File: src/rtl/disp7seg_scan.sv
// Four-digit multiplexed seven-segment scanner with inter-digit blanking,
// per-frame input snapshot and leading-zero suppression.
module disp7seg_scan #(
    parameter int BLANK_CYCLES = 16
) (
    input  logic        clock,
    input  logic        reset,
    input  logic        clocken,
    input  logic [15:0] data,
    input  logic [3:0]  dp_in,
    input  logic [3:0]  blank_in,
    input  logic        lzb,
    output logic [6:0]  seg,
    output logic        dp,
    output logic [3:0]  an,
    output logic        frame_done
);

    typedef enum logic {BLANK = 1'b0, DRIVE = 1'b1} state_t;

    localparam logic [7:0] CNT_LOAD = 8'(BLANK_CYCLES - 1);

    state_t      state, state_nxt;
    logic [1:0]  idx;
    logic [7:0]  cnt;
    logic [15:0] sh_data;
    logic [3:0]  sh_dp;
    logic [3:0]  sh_blank;
    logic        sh_lzb;

    logic [3:0]  lz;
    logic [3:0]  nib;
    logic        dark;
    logic [3:0]  an_nxt;
    logic [6:0]  seg_nxt;
    logic        dp_nxt;

    function automatic logic [6:0] hex2seg(input logic [3:0] h);
        case (h)
            4'h0: hex2seg = 7'b1000000;
            4'h1: hex2seg = 7'b1111001;
            4'h2: hex2seg = 7'b0100100;
            4'h3: hex2seg = 7'b0110000;
            4'h4: hex2seg = 7'b0011001;
            4'h5: hex2seg = 7'b0010010;
            4'h6: hex2seg = 7'b0000010;
            4'h7: hex2seg = 7'b1111000;
            4'h8: hex2seg = 7'b0000000;
            4'h9: hex2seg = 7'b0010000;
            4'hA: hex2seg = 7'b0001000;
            4'hB: hex2seg = 7'b0000011;
            4'hC: hex2seg = 7'b1000110;
            4'hD: hex2seg = 7'b0100001;
            4'hE: hex2seg = 7'b0000110;
            default: hex2seg = 7'b0001110;
        endcase
    endfunction

    // State register: index, blank counter and FSM state
    always_ff @(posedge clock or posedge reset) begin
        if (reset) begin
            state <= BLANK;
            idx   <= 2'd3;
            cnt   <= 8'd0;
        end else begin
            state <= state_nxt;
            if (clocken) begin
                idx <= idx + 2'd1;
                cnt <= CNT_LOAD;
            end else if (state == BLANK && cnt != 8'd0) begin
                cnt <= cnt - 8'd1;
            end
        end
    end

    always_comb begin
        state_nxt = state;
        if (clocken)
            state_nxt = BLANK;
        else if (state == BLANK && cnt == 8'd0)
            state_nxt = DRIVE;
    end

    // Snapshot on the wrap edge so a whole frame shows one consistent value
    always_ff @(posedge clock or posedge reset) begin
        if (reset) begin
            sh_data    <= 16'h0;
            sh_dp      <= 4'h0;
            sh_blank   <= 4'h0;
            sh_lzb     <= 1'b0;
            frame_done <= 1'b0;
        end else begin
            frame_done <= clocken && (idx == 2'd3);
            if (clocken && idx == 2'd3) begin
                sh_data  <= data;
                sh_dp    <= dp_in;
                sh_blank <= blank_in;
                sh_lzb   <= lzb;
            end
        end
    end

    // lz[i]: digits i..3 are all zero with no decimal point lit
    assign lz[3] = (sh_data[15:12] == 4'h0) && !sh_dp[3];
    for (genvar i = 0; i < 3; i++) begin : g_lz
        assign lz[i] = lz[i+1] && (sh_data[i*4 +: 4] == 4'h0) && !sh_dp[i];
    end

    assign nib  = sh_data[{idx, 2'b00} +: 4];
    assign dark = sh_blank[idx] || (sh_lzb && idx != 2'd0 && lz[idx]);

    always_comb begin
        an_nxt  = 4'hF;
        seg_nxt = 7'h7F;
        dp_nxt  = 1'b1;
        if (state_nxt == DRIVE && !dark) begin
            an_nxt  = ~(4'b0001 << idx);
            seg_nxt = hex2seg(nib);
            dp_nxt  = ~sh_dp[idx];
        end
    end

    always_ff @(posedge clock or posedge reset) begin
        if (reset) begin
            an  <= 4'hF;
            seg <= 7'h7F;
            dp  <= 1'b1;
        end else begin
            an  <= an_nxt;
            seg <= seg_nxt;
            dp  <= dp_nxt;
        end
    end

endmodule

File: config.mk
export PLATFORM = sky130hd
export DESIGN_NAME = disp7seg_scan
export DESIGN_NICKNAME = d
export VERILOG_FILES = /design/src/rtl/disp7seg_scan.sv
export SDC_FILE = /design/constraint.sdc
export NUM_CORES = 1
export LEC_CHECK = 0
export ABC_AREA = 1
export BUFFER_PORTS_ARGS = -buffer_cell sky130_fd_sc_hd__buf_4
export CAP_MARGIN = 25
export CORE_MARGIN = 3
export CORE_UTILIZATION = 55
export CTS_CLUSTER_SIZE = 12
export DETAILED_ROUTE_END_ITERATION = 10
export PLACE_DENSITY = 0.78
export SYNTH_ARGS = -nofsm -noshare
export SYNTH_HDL_FRONTEND = slang
export SYNTH_SLANG_ARGS = --single-unit
File: constraint.sdc
create_clock -name clock -period 1.9 [get_ports clock]
set_input_delay 0 -clock clock [delete_from_list [all_inputs] [get_ports clock]]
set_output_delay 0 -clock clock [all_outputs]
set_load 0.01 [all_outputs]
==> results of run 1 <==
-- sequential cells by signal, indices dropped and copies added (netlist names), 2 cells and up --
register  count
an            4
cnt           8
idx           2
seg           7
sh_blank      4
sh_data      16
sh_dp         4
-- logic make-up (layout without fill, tap and decap cells) --
logic type / count (synthesis) / in the layout / synth area share, %
DFF: 49 / 49 / 47.6
xor gates and xnor gates: 2 / 2 / 0.670
adders and majority gates: 12 / 12 / 5.74
buffers and inverters: 41 / 120 / 6.99
and+or+nand+nor: 196 / 196 / 32.6
AOI/OAI and AO/OA: 30 / 30 / 6.37
-- path summary, 6_finish.rpt --
kind                              endpoint  depth (start not counted)
worst min register to register  sh_data[1]                          2
max in group asynchronous           idx[0]                          4
worst min-delay path                cnt[2]                          3
min in group clock              sh_data[0]                          4
worst max-delay path                seg[3]                         11
worst max register to register      seg[3]                         11
-- metrics by stage --
step	cells	instance area, µm²	util [%]	worst slack, ns	power (mW)
2_1_floorplan	330	2610	-	0.142	3.17
3_3_place_gp	421	2990	66.8	0.152	3.63
3_5_place_dp	421	2990	66.8	0.0606	3.69
4_1_cts	456	3380	75.5	0.0314	4.51
5_1_grt	461	3430	76.7	0.00351	5.08
6_report	461	3430	76.7	0.0968	4.68
-- synth_stat cells (2+ instances only) --
| library cell | number |
|---|---|
| nand4_1 | 2 |
| xor2_1 | 2 |
| clkbuf_1 | 2 |
| ha_1 | 12 |
| dfstp_2 | 14 |
| inv_1 | 23 |
| nand2_2 | 13 |
| a21oi_1 | 3 |
| nor2_1 | 18 |
| buf_2 | 3 |
| o21ai_1 | 5 |
| dfrtp_1 | 35 |
| nand3_1 | 24 |
| o21ai_0 | 18 |
| nand2_1 | 131 |
| inv_2 | 8 |
| nand3_2 | 2 |
| nor2_2 | 2 |
-- worst reg2reg max path, stage by stage (launching register included) --
cell     delay, ns
dfstp_2       0.58
buf_4         0.14
nand2_1       0.05
nand3_1       0.09
nand2_2       0.07
buf_4         0.15
ha_1          0.28
nand3_1       0.10
nand3_1       0.11
nand2_1       0.05
inv_1         0.06
nand2_2       0.05
-- cell type report --
| type | count | share of cell area (%) |
|---|---|---|
| well taps | 52 | 1.90 |
| flip-flops and latches | 49 | 36.3 |
| clock inverters | 2 | 1.09 |
| clock buffers | 6 | 2.41 |
| inverters | 33 | 3.68 |
| repair buffers | 79 | 19.6 |
| multi-input cells | 240 | 35.0 |
-- layer usage --
layer	track usage (%)	wire length (µm)
met5	0	0
met2	38.2	2840
met1	28.9	2600
met4	6.92	98
met3	4.14	257
-- where the power goes --
| group | internal (mW) | switching [mW] | leakage [nW] |
|---|---|---|---|
| clock network | 0.428 | 0.342 | 0.0574 |
| logic | 0.891 | 1.44 | 1.09 |
| registers | 1.34 | 0.243 | 0.581 |
| total | 2.66 | 2.02 | 1.73 |
-- timing repair --
action                                  CTS  global route
endpoints found under the hold margin    40             0
setup buffers                             0             5
hold buffers                             27             0
resized for setup                         0             7
endpoints found under the setup margin    0             5
==> impl_metrics.py, run 1 <==
metrics = {
    "synthesis": {
        "ys_seq_area_share_pct": 47.6,
        "ys_types": 31,
        "syn_nets": 370,
        "synthFlopType": "dfrtp_1",
        "synth-edff-count": 0,
        "yosysWarnings": 0,
        "synth.area.top_cells": "dfrtp_1, nand2_1, dfstp_2, ha_1, nand3_1",
        "synthesis.area_mm2": 0.00261,
        "synthArstFlopShare_pct": 100,
        "synth_largest_area_cell": "dfrtp_1",
        "ys_ff_latch": 49,
        "yosysTopAreaCellShare_pct": 33.5,
        "syn_inst": 330,
        "avgSynthCellArea_um2": 7.92,
    },
    "floorplan": {
        "dieArea_mm2": 0.00562,
        "row_count": 24,
        "die_h_um": 74.9,
        "die_w_um": 74.9,
        "core_area_mm2": 0.00447,
        "initial_core_util_pct": 58.4,
        "io_pins": 41,
    },
    "final_layout": {
        "antenna-diode-count": 0,
        "drive_gt1_share_pct": 27.4,
        "layout_commonest_cell": "nand2_1",
        "most-common-layout-cells": "nand2_1, buf_4, dfrtp_1, dlygate4sd3_1, nand3_1",
        "n_fill_cell": 296,
        "fin_nets": 448,
        "multi_input_area_mm2": 0.00120,
        "regArea_mm2": 0.00124,
        "area_growth_syn_to_layout_pct": 31.3,
    },
    "critical_path": {
        "startpoint_type": "flip-flop",
        "critical_path_buf_inv_count": 3,
        "rr_startpoint": "idx[0]",
        "cp.arrival_ns": 2.03,
        "path_class": "flip-flop to flip-flop",
        "cpPeakStageDelay_ns": 0.58,
        "rrSetupSlack_ns": 0.1,
        "cpLargestDelayFamily": "flip-flops",
        "cpMostUsedCell": "nand3_1",
        "crit_path_start": "idx[0]",
        "cp_max_fo": 5,
        "end_kind": "flip-flop",
        "path_cells": "buf_4 > nand2_1 > nand3_1 > nand2_2 > buf_4 > ha_1 > nand3_1 > nand3_1 > nand2_1 > inv_1 > nand2_2",
        "cpMaxStageDelayCell": "dfstp_2",
        "worstPathRequired_ns": 2.12,
    },
    "timing": {
        "period_minus_slack_ns": 1.80,
        "fin_hold_ws_ns": 0.302,
        "drv_slew": 0,
        "rsz0062_at_grt": "no",
        "final.setup.tns_ns": 0,
        "slew_headroom_pct": 63.7,
        "finalHoldViolations": 0,
        "finClkSkew_ns": 0.00531,
        "fmax_mhz": 555,
        "fin_crit_sh_pct": 94.9,
        "tightestPinTransition_ns": 0.543,
        "setup_viol": 0,
    },
    "job": {
        "maxCapViolations": 0,
    },
    "detailed_routing": {
        "drtAntennaViolNets": 0,
        "drt_iter0_drc": 103,
        "wire_per_inst_um": 12.6,
        "vias_per_cell": 5.13,
        "drc_errors": 0,
        "dr.pass1.iters": 5,
        "num_vias": 2367,
        "routed_wl_mm": 5.80,
    },
    "clocking": {
        "clockRootBuffer": "clkbuf_8",
        "clk_pin_slew_ns": 0.09,
        "cts.sinks": 49,
        "numCtsBuffers": 5,
        "clock_latency_ns": 0.30,
        "h-tree-depth": 2,
        "cts_tree": "built",
        "cts.path.max_buffers": 2,
    },
    "run_status": {
        "run_status": "complete, no violations",
    },
    "placed_design": {
        "place_hpwl_mm": 3.83,
        "io_buffers": 40,
        "gp_congestion": 0.908,
    },
    "grt": {
        "gr-total-overflow": 0,
        "antenna_found_initial": 0,
        "grt_pass1_wl_mm": 9.75,
        "grt_usage_pct": 22.4,
        "grt_max_degree": 36,
        "grt_pass1_vias": 2219,
    },
    "power": {
        "vdd_drop_max_mv": 0.884,
        "p_leak_nw": 1.73,
        "pwr_density_cell_mw_per_mm2": 1360,
    },
    "hold_path": {
        "hold_path_class": "input port to async pin",
    },
}
Power figures use the tool's default switching activity.
==> run 2, diff against run 1 <==
Settings changed: ABC_AREA 1 to 0.
==> impl_metrics.py, run 2 <==
metrics = {
    "final_layout": {
        "layout_commonest_cell": "buf_4",
        "top_register": "sh_data",
        "drive_gt1_share_pct": 47.1,
        "most-common-layout-cells": "buf_4, dfrtp_1, dlygate4sd3_1, mux2_2, dfstp_2",
        "fin_area_mm2": 0.00335,
        "largest_reg_flops": 16,
        "area_growth_syn_to_layout_pct": 39.4,
        "fin_nets": 320,
        "reg_top3": "sh_data: 16 flops, cnt: 8 flops, seg: 7 flops",
        "final_cell_count_no_fill": 330,
        "antenna-diode-count": 0,
    },
    "power": {
        "p_leak_nw": 1.49,
        "vdd_drop_max_mv": 0.939,
        "pwr_density_cell_mw_per_mm2": 1440,
    },
    "synthesis": {
        "synthesis.area_mm2": 0.00240,
        "synth_top_family_by_area": "multiplexers",
        "synth_xor_area_share_pct": 2.19,
        "yosys.area_share.simple_pct": 10.5,
        "syn_inst": 188,
        "synth-edff-count": 0,
        "synth_largest_area_cell": "dfrtp_1",
        "synth_adder_area_share_pct": 6.25,
        "ys_seq_area_share_pct": 51.8,
        "ys_types": 41,
        "syn_nets": 228,
        "yosysMostFrequentCell": "dfrtp_1",
        "yosysWarnings": 0,
        "synth.area.top_cells": "dfrtp_1, dfstp_2, mux2_2, ha_1, mux4_1",
        "synthFlopType": "dfrtp_1",
        "yosysTopAreaCellShare_pct": 36.5,
        "ys_ff_latch": 49,
        "synth.mux.area_fraction_pct": 19.9,
        "netlist_top_cells_count": "dfrtp_1, mux2_2, dfstp_2, nand2_1, ha_1",
        "synthArstFlopShare_pct": 100,
        "avgSynthCellArea_um2": 12.8,
        "synth-compound-area-share_pct": 5.47,
    },
    "clocking": {
        "h-tree-depth": 2,
        "cts_tree": "built",
        "clock_latency_ns": 0.31,
        "cts.sinks": 49,
        "numCtsBuffers": 5,
        "clk_pin_slew_ns": 0.08,
        "clockRootBuffer": "clkbuf_8",
        "cts.path.max_buffers": 2,
    },
    "placed_design": {
        "dp.cells": 287,
        "place_ws_ns": -0.170,
        "place_area_mm2": 0.00286,
        "place_hpwl_mm": 3.64,
        "gp_congestion": 0.878,
        "io_buffers": 40,
    },
    "timing": {
        "drv_slew": 0,
        "rsz0062_at_grt": "yes",
        "period_minus_slack_ns": 2.18,
        "fmax_mhz": 458,
        "slew_headroom_pct": 55.0,
        "final.setup.tns_ns": -2.90,
        "tightestPinTransition_ns": 0.674,
        "fin_crit_sh_pct": 115,
        "finalWorstSetupSlack_ns": -0.283,
        "finClkSkew_ns": 0.00516,
        "setup_viol": 12,
        "finalHoldViolations": 0,
    },
    "floorplan": {
        "die_w_um": 72.1,
        "io_pins": 41,
        "dieArea_mm2": 0.00519,
        "die_h_um": 72.1,
        "core_area_mm2": 0.00412,
        "initial_core_util_pct": 58.3,
        "row_count": 23,
    },
    "critical_path": {
        "cp.arrival_ns": 2.41,
        "worstPathRequired_ns": 2.13,
        "cpPeakStageDelay_ns": 0.58,
        "startpoint_type": "flip-flop",
        "path_cells": "inv_4 > ha_4 > or4b_4 > nor4_4 > o21ai_2 > o21a_4 > o211ai_1",
        "cp_max_fo": 6,
        "path_class": "flip-flop to flip-flop",
        "reg2regPathDepth": 7,
        "rrSetupSlack_ns": -0.28,
        "reg2reg_to": "seg[6]",
        "rr_startpoint": "idx[0]",
        "cpMaxStageDelayCell": "dfstp_2",
        "end_kind": "flip-flop",
    },
    "detailed_routing": {
        "num_vias": 1886,
        "wire_per_inst_um": 18.9,
        "drtAntennaViolNets": 0,
        "drc_errors": 0,
        "vias_per_cell": 5.72,
        "drt_iter0_drc": 168,
        "dr.pass1.iters": 4,
        "routed_wl_mm": 6.25,
    },
    "job": {
        "maxCapViolations": 0,
    },
    "grt": {
        "grt_pass1_wl_mm": 10.1,
        "grt_usage_pct": 26.5,
        "grt_pass1_vias": 1988,
        "grt_max_degree": 34,
        "antenna_found_initial": 0,
        "gr-total-overflow": 0,
    },
    "hold_path": {
        "hold_path_class": "input port to async pin",
    },
    "run_status": {
        "run_status": "finished, violations left",
        "failed_checks": "setup timing",
    },
}
-- run 2: per-layer routing --
metal  up-vias  track usage (%)  part of all wire [%]
li1        846                -                     -
met1       937             29.8                    38
met2        81             45.9                    51
met3        22             6.23                   6.2
met4         0             14.6                   4.7
met5         -                0                     0
-- run 2: worst max path at each step --
stage                      start  endpoint  slack [ns]  cells past startpoint
after floorplan           idx[0]    seg[4]       -0.16                      9
after global placement    idx[1]    seg[2]       -0.12                      7
after detailed placement  idx[1]    seg[6]       -0.17                      7
after CTS                 idx[1]    seg[6]       -0.14                      7
after global routing      idx[0]    seg[6]       -0.35                      7
final                     idx[0]    seg[6]       -0.28                      7
-- run 2: layout make-up --
type	instances	area [µm²]
well taps	50	62.6
flip-flops and latches	49	1240
multi-input cells	123	1150
fillers	214	767
inverters	9	38.8
clock buffers	7	86.3
repair buffers	92	762
-- run 2: cells by family (layout without fill, tap and decap cells) --
group	Yosys count	in the layout
xor gates and xnor gates	6	6
adders and majority gates	12	12
and+or+nand+nor	48	48
muxes	35	36
DFF	49	49
AOI/OAI and AO/OA	20	21
buffers and inverters	18	108
-- run 2: worst max-delay path: cells and delay by family, from the launching register on --
kind,cells,cell delay (ns)
AOI/OAI and AO/OA,3,0.50
adders and majority gates,1,0.15
DFF,1,0.58
buffers and inverters,1,0.05
and+or+nand+nor,2,0.83
-- run 2: stage by stage --
| stage | hold WS, ns | total power [mW] | util (%) |
|---|---|---|---|
| finish | 0.372 | 4.81 | 81.4 |
| global route | 0.410 | 5.13 | 81.4 |
| CTS | 0.381 | 4.59 | 80.2 |
| detailed placement | 0.142 | 3.75 | 69.4 |
| global placement | 0.124 | 3.61 | 69.4 |
| floorplan | 0.108 | 3.09 | - |
-- run 2: repair_timing --
item                                   4_1_cts  5_1_grt
gates cloned                                 2        0
endpoints found under the hold margin       50        0
gates resized for setup                     11        3
hold buffers                                27        0
buffers inserted                             3        4
setup endpoints to repair                   13       13
pin swaps                                    7        4
-- run 2: power by group --
group / internal [mW] / switching (mW) / total (mW)
Sequential: 1.37 / 0.351 / 1.72
Combinational: 1.37 / 1.10 / 2.47
Clock: 0.289 / 0.327 / 0.616
